[config.mk]
export PLATFORM = sky130hd
export DESIGN_NAME = arbitro_bloco_operativo
export DESIGN_NICKNAME = d
export VERILOG_FILES = /design/src/rtl/arbitro_bloco_operativo.sv
export SDC_FILE = /design/constraint.sdc
export NUM_CORES = 1
export LEC_CHECK = 0
export CORE_MARGIN = 2
export CORE_UTILIZATION = 25
export DETAILED_ROUTE_END_ITERATION = 16
export PLACE_DENSITY_LB_ADDON = 0.25
export SLEW_MARGIN = 20
export SYNTH_ARGS = -nofsm -noshare
export SYNTH_HDL_FRONTEND = slang
export SYNTH_SLANG_ARGS = --single-unit
[constraint.sdc]
create_clock -name clock -period 2 [get_ports clock]
set_input_delay 0.3 -clock clock [delete_from_list [all_inputs] [get_ports clock]]
set_output_delay 0.3 -clock clock [all_outputs]
set_load 0.05 [all_outputs]
[src/rtl/arbitro_bloco_operativo.sv]
// Round-robin arbiter that shares one start/ready/valid datapath among N_REQ requesters.
// Optional watchdog in WAIT enabled by defining ARB_TIMEOUT_EN.
module arbitro_bloco_operativo #(
    parameter int N_REQ          = 4,
    parameter int DATA_W         = 16,
    parameter int TIMEOUT_CYCLES = 15
) (
    input  logic                      clock,
    input  logic                      reset,
    input  logic [N_REQ-1:0]          req,
    input  logic [N_REQ*DATA_W-1:0]   x_in,
    output logic [N_REQ-1:0]          gnt,
    output logic [N_REQ-1:0]          done,
    output logic [DATA_W-1:0]         result_out,
    output logic                      busy,
    output logic                      dp_start,
    output logic [DATA_W-1:0]         dp_x,
    input  logic                      dp_ready,
    input  logic                      dp_valid,
    input  logic [DATA_W-1:0]         dp_result,
    output logic                      error
);

    localparam int IDX_W = $clog2(N_REQ);
    localparam logic [N_REQ-1:0] ONE_HOT0 = {{(N_REQ-1){1'b0}}, 1'b1};

    if (N_REQ < 2 || N_REQ > 8 || TIMEOUT_CYCLES < 1) begin : g_param_check
        $error("arbitro_bloco_operativo: N_REQ must be 2..8 and TIMEOUT_CYCLES >= 1");
    end

    typedef enum logic [1:0] {
        S_IDLE,
        S_LAUNCH,
        S_WAIT,
        S_DONE
    } state_t;

    state_t              state_q, state_d;
    logic [IDX_W-1:0]    last_q, last_d;
    logic [IDX_W-1:0]    idx_q, idx_d;
    logic [N_REQ-1:0]    gnt_q, gnt_d;
    logic [DATA_W-1:0]   dp_x_q, dp_x_d;
    logic [DATA_W-1:0]   result_q, result_d;

    logic [DATA_W-1:0]   x_arr [N_REQ];
    logic                pick_found;
    logic [IDX_W-1:0]    pick_idx;
    logic [IDX_W-1:0]    cand;

`ifdef ARB_TIMEOUT_EN
    localparam int CNT_W = ($clog2(TIMEOUT_CYCLES + 1) > 4) ? $clog2(TIMEOUT_CYCLES + 1) : 4;
    logic [CNT_W-1:0]    cnt_q, cnt_d;
    logic                error_q, error_d;
`endif

    always_comb begin
        for (int i = 0; i < N_REQ; i++) begin
            x_arr[i] = x_in[i*DATA_W +: DATA_W];
        end
    end

    // Search starts just past the last winner so it becomes lowest priority.
    always_comb begin
        pick_found = 1'b0;
        pick_idx   = '0;
        cand       = '0;
        for (int k = 1; k <= N_REQ; k++) begin
            cand = IDX_W'((32'(last_q) + 32'(k)) % N_REQ);
            if (!pick_found && req[cand]) begin
                pick_found = 1'b1;
                pick_idx   = cand;
            end
        end
    end

    always_comb begin
        state_d  = state_q;
        last_d   = last_q;
        idx_d    = idx_q;
        gnt_d    = '0;
        dp_x_d   = dp_x_q;
        result_d = result_q;
`ifdef ARB_TIMEOUT_EN
        cnt_d    = cnt_q;
        error_d  = 1'b0;
`endif
        case (state_q)
            S_IDLE: begin
                if (dp_ready && pick_found) begin
                    dp_x_d  = x_arr[pick_idx];
                    idx_d   = pick_idx;
                    last_d  = pick_idx;
                    gnt_d   = ONE_HOT0 << pick_idx;
                    state_d = S_LAUNCH;
                end
            end
            S_LAUNCH: begin
                if (dp_ready) begin
                    state_d = S_WAIT;
`ifdef ARB_TIMEOUT_EN
                    cnt_d   = '0;
`endif
                end
            end
            S_WAIT: begin
                if (dp_valid) begin
                    result_d = dp_result;
                    state_d  = S_DONE;
                end
`ifdef ARB_TIMEOUT_EN
                else if (cnt_q == CNT_W'(TIMEOUT_CYCLES - 1)) begin
                    error_d = 1'b1;
                    state_d = S_DONE;
                end else begin
                    cnt_d = cnt_q + 1'b1;
                end
`endif
            end
            S_DONE: begin
                state_d = S_IDLE;
            end
            default: begin
                state_d = S_IDLE;
            end
        endcase
    end

    always_ff @(posedge clock or negedge reset) begin
        if (!reset) begin
            state_q  <= S_IDLE;
            last_q   <= IDX_W'(N_REQ - 1);
            idx_q    <= '0;
            gnt_q    <= '0;
            dp_x_q   <= '0;
            result_q <= '0;
        end else begin
            state_q  <= state_d;
            last_q   <= last_d;
            idx_q    <= idx_d;
            gnt_q    <= gnt_d;
            dp_x_q   <= dp_x_d;
            result_q <= result_d;
        end
    end

`ifdef ARB_TIMEOUT_EN
    always_ff @(posedge clock or negedge reset) begin
        if (!reset) begin
            cnt_q   <= '0;
            error_q <= 1'b0;
        end else begin
            cnt_q   <= cnt_d;
            error_q <= error_d;
        end
    end

    assign error = error_q;
`else
    assign error = 1'b0;
`endif

    assign gnt        = gnt_q;
    assign done       = (state_q == S_DONE) ? (ONE_HOT0 << idx_q) : '0;
    assign result_out = result_q;
    assign busy       = (state_q != S_IDLE);
    assign dp_start   = (state_q == S_LAUNCH);
    assign dp_x       = dp_x_q;

endmodule

; After elaboration in Yosys (flattened, before gate mapping)
; Cells that the tools add are included.
[totals]
wordCells = 62
memories = 0
latchBits = 0
romBits = 0
in_bits = 88
output_inout_bits = 43
ff_bits = 42
ramBits = 0
[classes]
eq_ne = 6
n_shift = 2
n_addsub = 4
bitwise_logic = 1
div_mod_pow = 0
order_cmp = 5
reduce_logical = 12
mux = 26
multipliers = 0
[ops]
columns = operator, n
row1 = $bmux W16 S2, 1
row2 = $mux W16, 2
row3 = $mux W2, 7
row4 = $lt A2 B3 Y1 const B, 4
row5 = $mux W4, 3
row6 = $bmux W1 S2, 4
row7 = $mux W1, 8
row8 = $pmux W2 S4, 1
row9 = $shl A1 B2 Y4 const A, 2
row10 = $add A2 B1 Y2 const B, 2
row11 = $add A2 B2 Y2 const B, 2
row12 = $eq A2 B2 Y1 const B, 2
row13 = $logic_and A1 B1 Y1, 4
row14 = $ne A2 B2 Y1 const B, 2
row15 = $reduce_and A2 Y1, 2
row16 = $ge A3 B3 Y1 const B, 1
row17 = $logic_not A1 Y1, 3
row18 = $not A2 Y3, 1
row19 = $reduce_and A3 Y1, 1
row20 = $eq A2 B1 Y1 const B, 1
row21 = $logic_not A2 Y1, 1
row22 = $ne A2 B1 Y1 const B, 1
row23 = $reduce_bool A2 Y1, 1

; Longest topological paths before layout
[depth]
word_depth = 17
ltp_mapped = 8

; Least setup slack after synthesis
; Ideal clock, no wire load.
[synth_path]
path_kind = reg-to-output
start = register state_q[1]
end = output done[0]
arrival_ns = 1.707
required_ns = 1.700
stages_incl_launch_ff = 3
slack_ns = -0.007
cell_sequence = dfrtp_1 ha_1 nor3b_1
[synth_between]
elab_chain_cells = 2
[synth_lines]
columns = element, line_no
row1 = start: declaration, 38  ; state_t state_q, state_d;
row2 = start signal: assignment, 137  ; state_q <= state_d;
row3 = $eq A2 B2 Y1, 163  ; assign done = (state_q == S_DONE) ? (ONE_HOT0 << idx_q) : '0;
row4 = $mux W4, 163
row5 = end: declaration, 13  ; output logic [N_REQ-1:0] done,
; Every way passes these cells.

; Final worst setup path
[layout_path]
start = input req[3]
end = register dp_x_q[0], in the netlist dp_x[0]
[layout_between]
elab_chain_cells = 16
elab_cells_between_ends = 28
cone_classes = mux: 19 / bitwise: 1 / reduce/logical: 8
[layout_lines]
columns = element, line_no
row1 = start: declaration, 10  ; input logic [N_REQ-1:0] req,
row2 = $bmux W1 S2, 69  ; if (!pick_found && req[cand]) begin
row3 = $mux W1 (implied by the code), 69
row4 = $mux W1, 69
row5 = $logic_not A1 Y1, 69
row6 = $logic_and A1 B1 Y1, 69
row7 = $mux W1, 69
row8 = $logic_not A1 Y1, 69
row9 = $logic_and A1 B1 Y1, 69
row10 = $mux W1, 69
row11 = $logic_not A1 Y1, 69
row12 = $logic_and A1 B1 Y1, 69
row13 = $mux W2, 69
row14 = $not A2 Y3 (implied by the code), 90  ; dp_x_d = x_arr[pick_idx];
row15 = $bmux W16 S2, 90
row16 = $mux W16 (implied by the code) (2 in series), 90
row17 = end signal: assignment, 141  ; dp_x_q <= dp_x_d;
row18 = end: declaration, 42  ; logic [DATA_W-1:0] dp_x_q, dp_x_d;
; Parallel ways exist; a longest one is shown, timed or not. The select of a mux whose other input is x is not followed.
; A chain may end at the register's enable or synchronous reset.

==> results summary <==
The run finished with clean final reports. The net count after synthesis came out at between 300 and 400. The library cell used most frequently in the layout, excluding fill and tap cells, is clkdlybuf4s50_1. The routed design has a little over 7000 um of wire. The number of buffers added for setup after CTS is 0. The actual transition at the worst max-transition pin came out at between 0.5 and 0.6 ns.

The number of global-route vias before repair came out at between 2000 and 2500. The ratio of final minimum period to clock period is between 90% and 100%. The fill cell instance count of the final layout is 965. The number of maximum-capacitance constraint violations came out at 0. Summing all placed instances gives a cell area of 3990 um2.

The worst max-slew margin expressed relative to the limit is roughly 65%. By instance count, the cell type seen most on the critical path is a211oi_1. The clock-pin slew reported for the worst setup and hold paths after clock tree synthesis came out at approximately 0.080 ns. The insertion delay to the later sink of the worst-skew pair is around 0.30 ns. The detailed router's first-iteration violation count came out at 60.

The final worst hold slack came out at approximately 0.45 ns. The data required time at the worst endpoint is about 2.2 ns. Global routing used approximately an eighth of the available tracks.

The largest stage delay on the critical path is approximately 0.57 ns. The placed wire-length estimate after detailed placement is between 5000 and 6000 um. The post-synthesis instance area is approximately 2400 um2. The min-delay analysis places its worst path in the category input pin to asynchronous set/reset pin. The count of cell types in the netlist came out at 37.

Once detail routing completed, the nets flagged for antenna violations numbered 0. The initialized floorplan defines 36 standard-cell rows. The accumulated negative setup slack came out at 0 ns. The first global-routing pass estimated ~11000 um of wire. The count of yosys warnings during synthesis is 0. Across the whole layout, storage elements account for 1050 um2.

The number of buffers and inverters on the critical path came out at 1. The highest clock frequency the design can meet came out at roughly 550 MHz. The synthesized design contains 0 enable-type register cells. The worst supply voltage drop on vdd came out at ~0.53 mV. The floorplan die area is 10600 um2.

Setup repair after global routing left no endpoint under its margin. The total number of vias came out at roughly 2200. The critical path goes through clkdlybuf4s50_1 -> or4_4 -> and3_4 -> nand2_8 -> a211oi_1 -> a211oi_1. The leakage power is approximately 0.0017 uW. The type of destination of the critical path is a register. The final design instance area without fill came out at 4100 um2. TritonCTS built the clock tree.

The arrival time at the worst endpoint is approximately 2 ns. The final clock skew came out at 0.00549 ns. The time the worst path needs with I/O delays and setup is between 1.5 and 2 ns. The hold violation count in the final report came out at 0. The startpoint identified for the worst register-to-register timing path is last_q[0]$_DFFE_PN1P_.

Summing the sequential cell areas from Yosys gives between 40% and 50% of the chip area. The kind of cell with the highest combined delay along the critical path is simple AND/OR/NAND/NOR gates. The deepest level of the CTS H-tree is 2.

The maximum number of pins on one net before global-route repair came out at 20. The endpoint identified for the worst register-to-register timing path is dp_x[0]$_DFFE_PN0P_. For this design, the sink count on the clock tree is 42. The library cells used most frequently in the layout, excluding fill and tap cells, are 122 x clkdlybuf4s50_1, 40 x dfrtp_1, 28 x a211oi_2. The number of nets in the finished design came out at between 400 and 500. The per-cell via count in the routed design is approximately 4.5. The placeable core region is between 9000 and 10000 um2. The overall overflow remaining after global route came out at 0. The number of slew-limit violations in the final report came out at 0. The die height came out at between 100 and 150 um. In the post-route analysis, the smallest setup slack over all paths is about 0.17 ns. The growth of design area from synthesis to finish is 67.2%.

The maximum fanout count along the critical path is 17. During placement, the flow inserted port buffers numbering approximately 130. The pre-antenna-repair detailed-routing pass consisted of 4 iterations.

The number of antenna violations at the first check in global routing was 0. The multi-input combinational cells in the finished layout cover a total of 1220 um2. The register bit total from synthesis came out at 42. In the synthesized netlist the dominant register cell turns out to be dfrtp_1. The fraction of layout cells with a size suffix above 1 is approximately 25%. The total I/O pin count came out at 131. The cell sitting at the root of the clock tree is a clkbuf_8. The power per cell area is about 1500 nW/um2. After detailed routing, the number of remaining DRC violations is 0. The average footprint of a synthesized cell came out at 11.2 um2. Of all flip-flops after synthesis, the portion carrying an async set or reset was between 90% and 100%.

The setup slack at placement came out at -0.131 ns. The cell with the largest stage delay on the worst path is or4_4. The initial standard-cell utilization of the core came out at roughly a quarter. The synthesized instance count is around 220. The wire length per cell is approximately 15 um.

The number of cells on the worst reg-to-reg path is 6. The horizontal die dimension is just over 100 um. Setup violations remaining at the end of the flow were counted as 0. The element type at the critical path start is an input pin.

The routability congestion estimate from global placement came out at between 0.7 and 0.8. The maximum count of clock buffers along a single path is 2. The kind of critical path is input pin to register. Counting the buffers created by CTS gives 5. The number of diodes came out at 0. The setup check on the worst reg-to-reg path leaves a slack of ~0.21 ns.
[worst max path at each step]
stage | cells past startpoint | start | end
final | 6 | req[3] | dp_x[0]$_DFFE_PN0P_
after global routing | 6 | req[3] | dp_x[0]$_DFFE_PN0P_
after floorplan | 8 | last_q[0]$_DFFE_PN1P_ | dp_x[12]$_DFFE_PN0P_
after detailed placement | 6 | req[3] | dp_x[0]$_DFFE_PN0P_
after global placement | 6 | req[3] | dp_x[0]$_DFFE_PN0P_
after CTS | 6 | req[3] | dp_x[0]$_DFFE_PN0P_
[cell families after synthesis]
logic type / share of synthesized area [%]
AO/OA/AOI/OAI: 23.0
AND/OR/NAND/NOR: 9.76
flip-flops: 43.0
buffers and inverters: 7.20
multiplexers: 14.8
adder cells (fa/ha/maj): 2.04
other: 0.153
[flip-flops by register name (all words and copies together) (netlist names)]
register / count
dp_x: 16
idx_q: 2
last_q: 2
gnt: 4
state_q: 2
result_out: 16
[report_power, final]
| part | internal (uW) | switching [uW] |
|---|---|---|
| combinational | 1580 | 2370 |
| sequential | 1270 | 237 |
| clock | 279 | 308 |
[area by class of cell]
cell class / count / area share, %
timing repair buffer: 147 / 36.2
multi-input combinational: 141 / 29.9
sequential: 42 / 25.7
tap: 133 / 4.06
clock buffer: 7 / 2.11
inverter: 20 / 1.83
clock inverter: 1 / 0.122
[routing by layer]
layer	global-route usage, %	wire, um
met4	4.05	56
met1	16.5	3080
met2	22.4	3500
met3	3.25	558
met5	0	0
[stage by stage]
stage | total power (uW) | util, % | cells
after detailed placement | 5510 | 41.4 | 482
after floorplan | 4120 | - | 218
final | 6040 | 42.5 | 491
after global placement | 5460 | 41.4 | 482
after global routing | 6380 | 42.5 | 491
after CTS | 6120 | 42.5 | 491
[timing repair]
item	CTS	global route
resized for setup	0	0
endpoints found under the hold margin	16	0
hold buffers	1	0
[cells in the mapped netlist (2+ instances only)]
cell type,number,share of area (%)
a21o_1,3,0.92
mux2i_1,17,6.9
nand2b_1,2,0.51
a211oi_1,4,1.2
dfrtp_1,40,41
nor2b_1,2,0.51
dfstp_2,2,2.1
inv_1,20,3.1
a21oi_1,2,0.41
buf_2,2,0.41
nor2_1,22,3.4
mux2_2,17,7.8
and3_1,3,0.77
a211oi_2,28,14
o21ai_1,2,0.41
buf_4,3,0.92
o21ai_0,2,0.41
buf_6,2,0.92
clkbuf_1,7,1.1
ha_1,4,2.0
a31oi_1,16,4.1
nand2_1,3,0.46
Note: power is estimated with default switching activity, not from simulation.
==> RTL change: new RTL, same settings <==
`N_REQ`: 4 -> 8.
--- a/src/rtl/arbitro_bloco_operativo.sv
+++ b/src/rtl/arbitro_bloco_operativo.sv
@@ -1,7 +1,7 @@
 // Round-robin arbiter that shares one start/ready/valid datapath among N_REQ requesters.
 // Optional watchdog in WAIT enabled by defining ARB_TIMEOUT_EN.
 module arbitro_bloco_operativo #(
-    parameter int N_REQ          = 4,
+    parameter int N_REQ          = 8,
     parameter int DATA_W         = 16,
     parameter int TIMEOUT_CYCLES = 15
 ) (
Interface: changed (resized done, gnt, req and x_in); port bits go from 131 to 207. No check against the original RTL was run, so the function may have changed too.
==> RTL change against the original RTL <==
- area after synthesis rose by 72%
- worst setup slack got worse by 1.5 ns
- the run now ends with setup timing left
- final area rose by 85%
- routed wire length rose by 120%
- die area rose by 69%
- utilization rose by 3.3 points
- fmax fell by 46%
- sequential cell count rose by 6
Power is not shown: default switching activity piles up to over one toggle a cycle in this logic, so the estimate is an artifact.
==> RTL change: results (changes against the original RTL) <==
Fin Clk Skew 0.007198 ns (was 0.005493 ns); Seq/Total Area, Yosys 28.58% (was 43.03%); Post-DP HPWL 12.62 mm (was 5.502 mm); number of port buffers 205 (was 129); Synth top cells by count 65 x o211ai_1, 45 x dfrtp_1, 42 x inv_1 (was 40 x dfrtp_1, 28 x a211oi_2, 22 x nor2_1); largest net degree at the start of global routing 33 (was 20); maximum fanout along the worst path 24 (was 17); DP Area 0.006943 mm2 (was 0.003994 mm2); Slew headroom 61.20% (was 64.61%); final setup violation count 32 (was 0); final worst slack -1.376 ns (was 0.1704 ns); Total GRT Usage 17.60% (was 13.17%); Cell variety after synth 50 (was 37); first-pass GRT wire length 24.95 mm (was 10.70 mm); syn nets 592 (was 310); DR vias 4633 (was 2192); Starting DRT DRC Count 207 (was 60); Placer Congestion 0.8241 (was 0.7714); post-synthesis async set-or-reset flop share 100.0% (unchanged); DR WL/cell 17.65 um (was 14.65 um); Worst EP arrival 3.54 ns (was 2.04 ns); failing checks setup timing; Synth area leaders dfrtp_1 27%, o211ai_1 12%, mux2_1 7.7% (was dfrtp_1 41%, a211oi_2 14%, mux2_2 7.8%); Clock Tree Root clkbuf_16 (was clkbuf_8); Hold WC Path Type flip-flop to flip-flop (was input pin to async pin); layout cell share with drive strength beyond 1 26.58% (was 24.58%); status finished, violations left (was complete, no violations)
[RTL change: path summary, 6_finish.rpt]
| check | endpoint | cells after the start | from |
|---|---|---|---|
| setup reg to reg | dp_x[12] | 12 | last_q[0] |
| hold reg to reg | result_out[1] | 1 | result_out[1] |
| min in group asynchronous | dp_x[11] | 2 | reset |
| max in group asynchronous | last_q[2] | 3 | reset |
| setup / recovery | dp_x[12] | 12 | last_q[0] |
| hold / removal | result_out[1] | 1 | result_out[1] |
[RTL change: cell type report]
type	instances	area, um2	share of cell area [%]
well taps	220	275.3	3.638
clock inverters	3	47.55	0.6284
inverters	42	161.4	2.133
multi-input cells	297	2726	36.03
flip-flops and latches	48	1205	15.93
repair buffers	301	3025	39.99
clock buffers	5	125.1	1.654
[RTL change: per-layer routing]
layer / GRT usage, % / share of wire [%]
met2: 30.85 / 49
met3: 4.082 / 8.1
met5: 0 / 0
met1: 21.55 / 41
met4: 5.083 / 2.1
[RTL change: what timing repair did]
item	CTS	global route
hold buffers	1	0
hold endpoints to repair	19	0
buffers inserted	21	5
pin swaps	35	6
resized for setup	28	5
endpoints found under the setup margin	32	32
cloned	3	0
[RTL change: logic make-up (layout without fill, tap and decap cells)]
logic type,after synthesis,in the layout,synth area share (%)
AO/OA/AOI/OAI,149,149,28.08
AND/OR/NAND/NOR,63,63,6.560
other,1,1,0.08896
flip-flops,48,48,28.58
multiplexers,75,75,24.07
XOR/XNOR,3,3,0.8016
adder cells (fa/ha/maj),6,6,1.781
buffers and inverters,85,351,10.03
[RTL change: metrics by stage]
| stage | std cells | hold slack (ns) | setup TNS [ns] | setup slack [ns] |
|---|---|---|---|---|
| 2_1_floorplan | 430 | 0.004409 | -42.05 | -1.439 |
| 3_3_place_gp | 879 | 0.2776 | -37.68 | -1.431 |
| 3_5_place_dp | 879 | 0.2832 | -38.98 | -1.497 |
| 4_1_cts | 912 | 0.5080 | -37.91 | -1.341 |
| 5_1_grt | 916 | 0.5136 | -42.79 | -1.484 |
| 6_report | 916 | 0.5053 | -38.93 | -1.376 |
[RTL change: worst max-delay path, cell delays in order (launching register included)]
cell,delay [ns]
dfstp_2,0.55
clkinvlp_4,0.11
ha_4,0.26
buf_12,0.13
mux2i_1,0.13
mux4_2,0.49
a22o_4,0.28
a32o_2,0.25
a221o_2,0.37
buf_12,0.16
buf_16,0.15
o211ai_1,0.25
a31oi_1,0.12
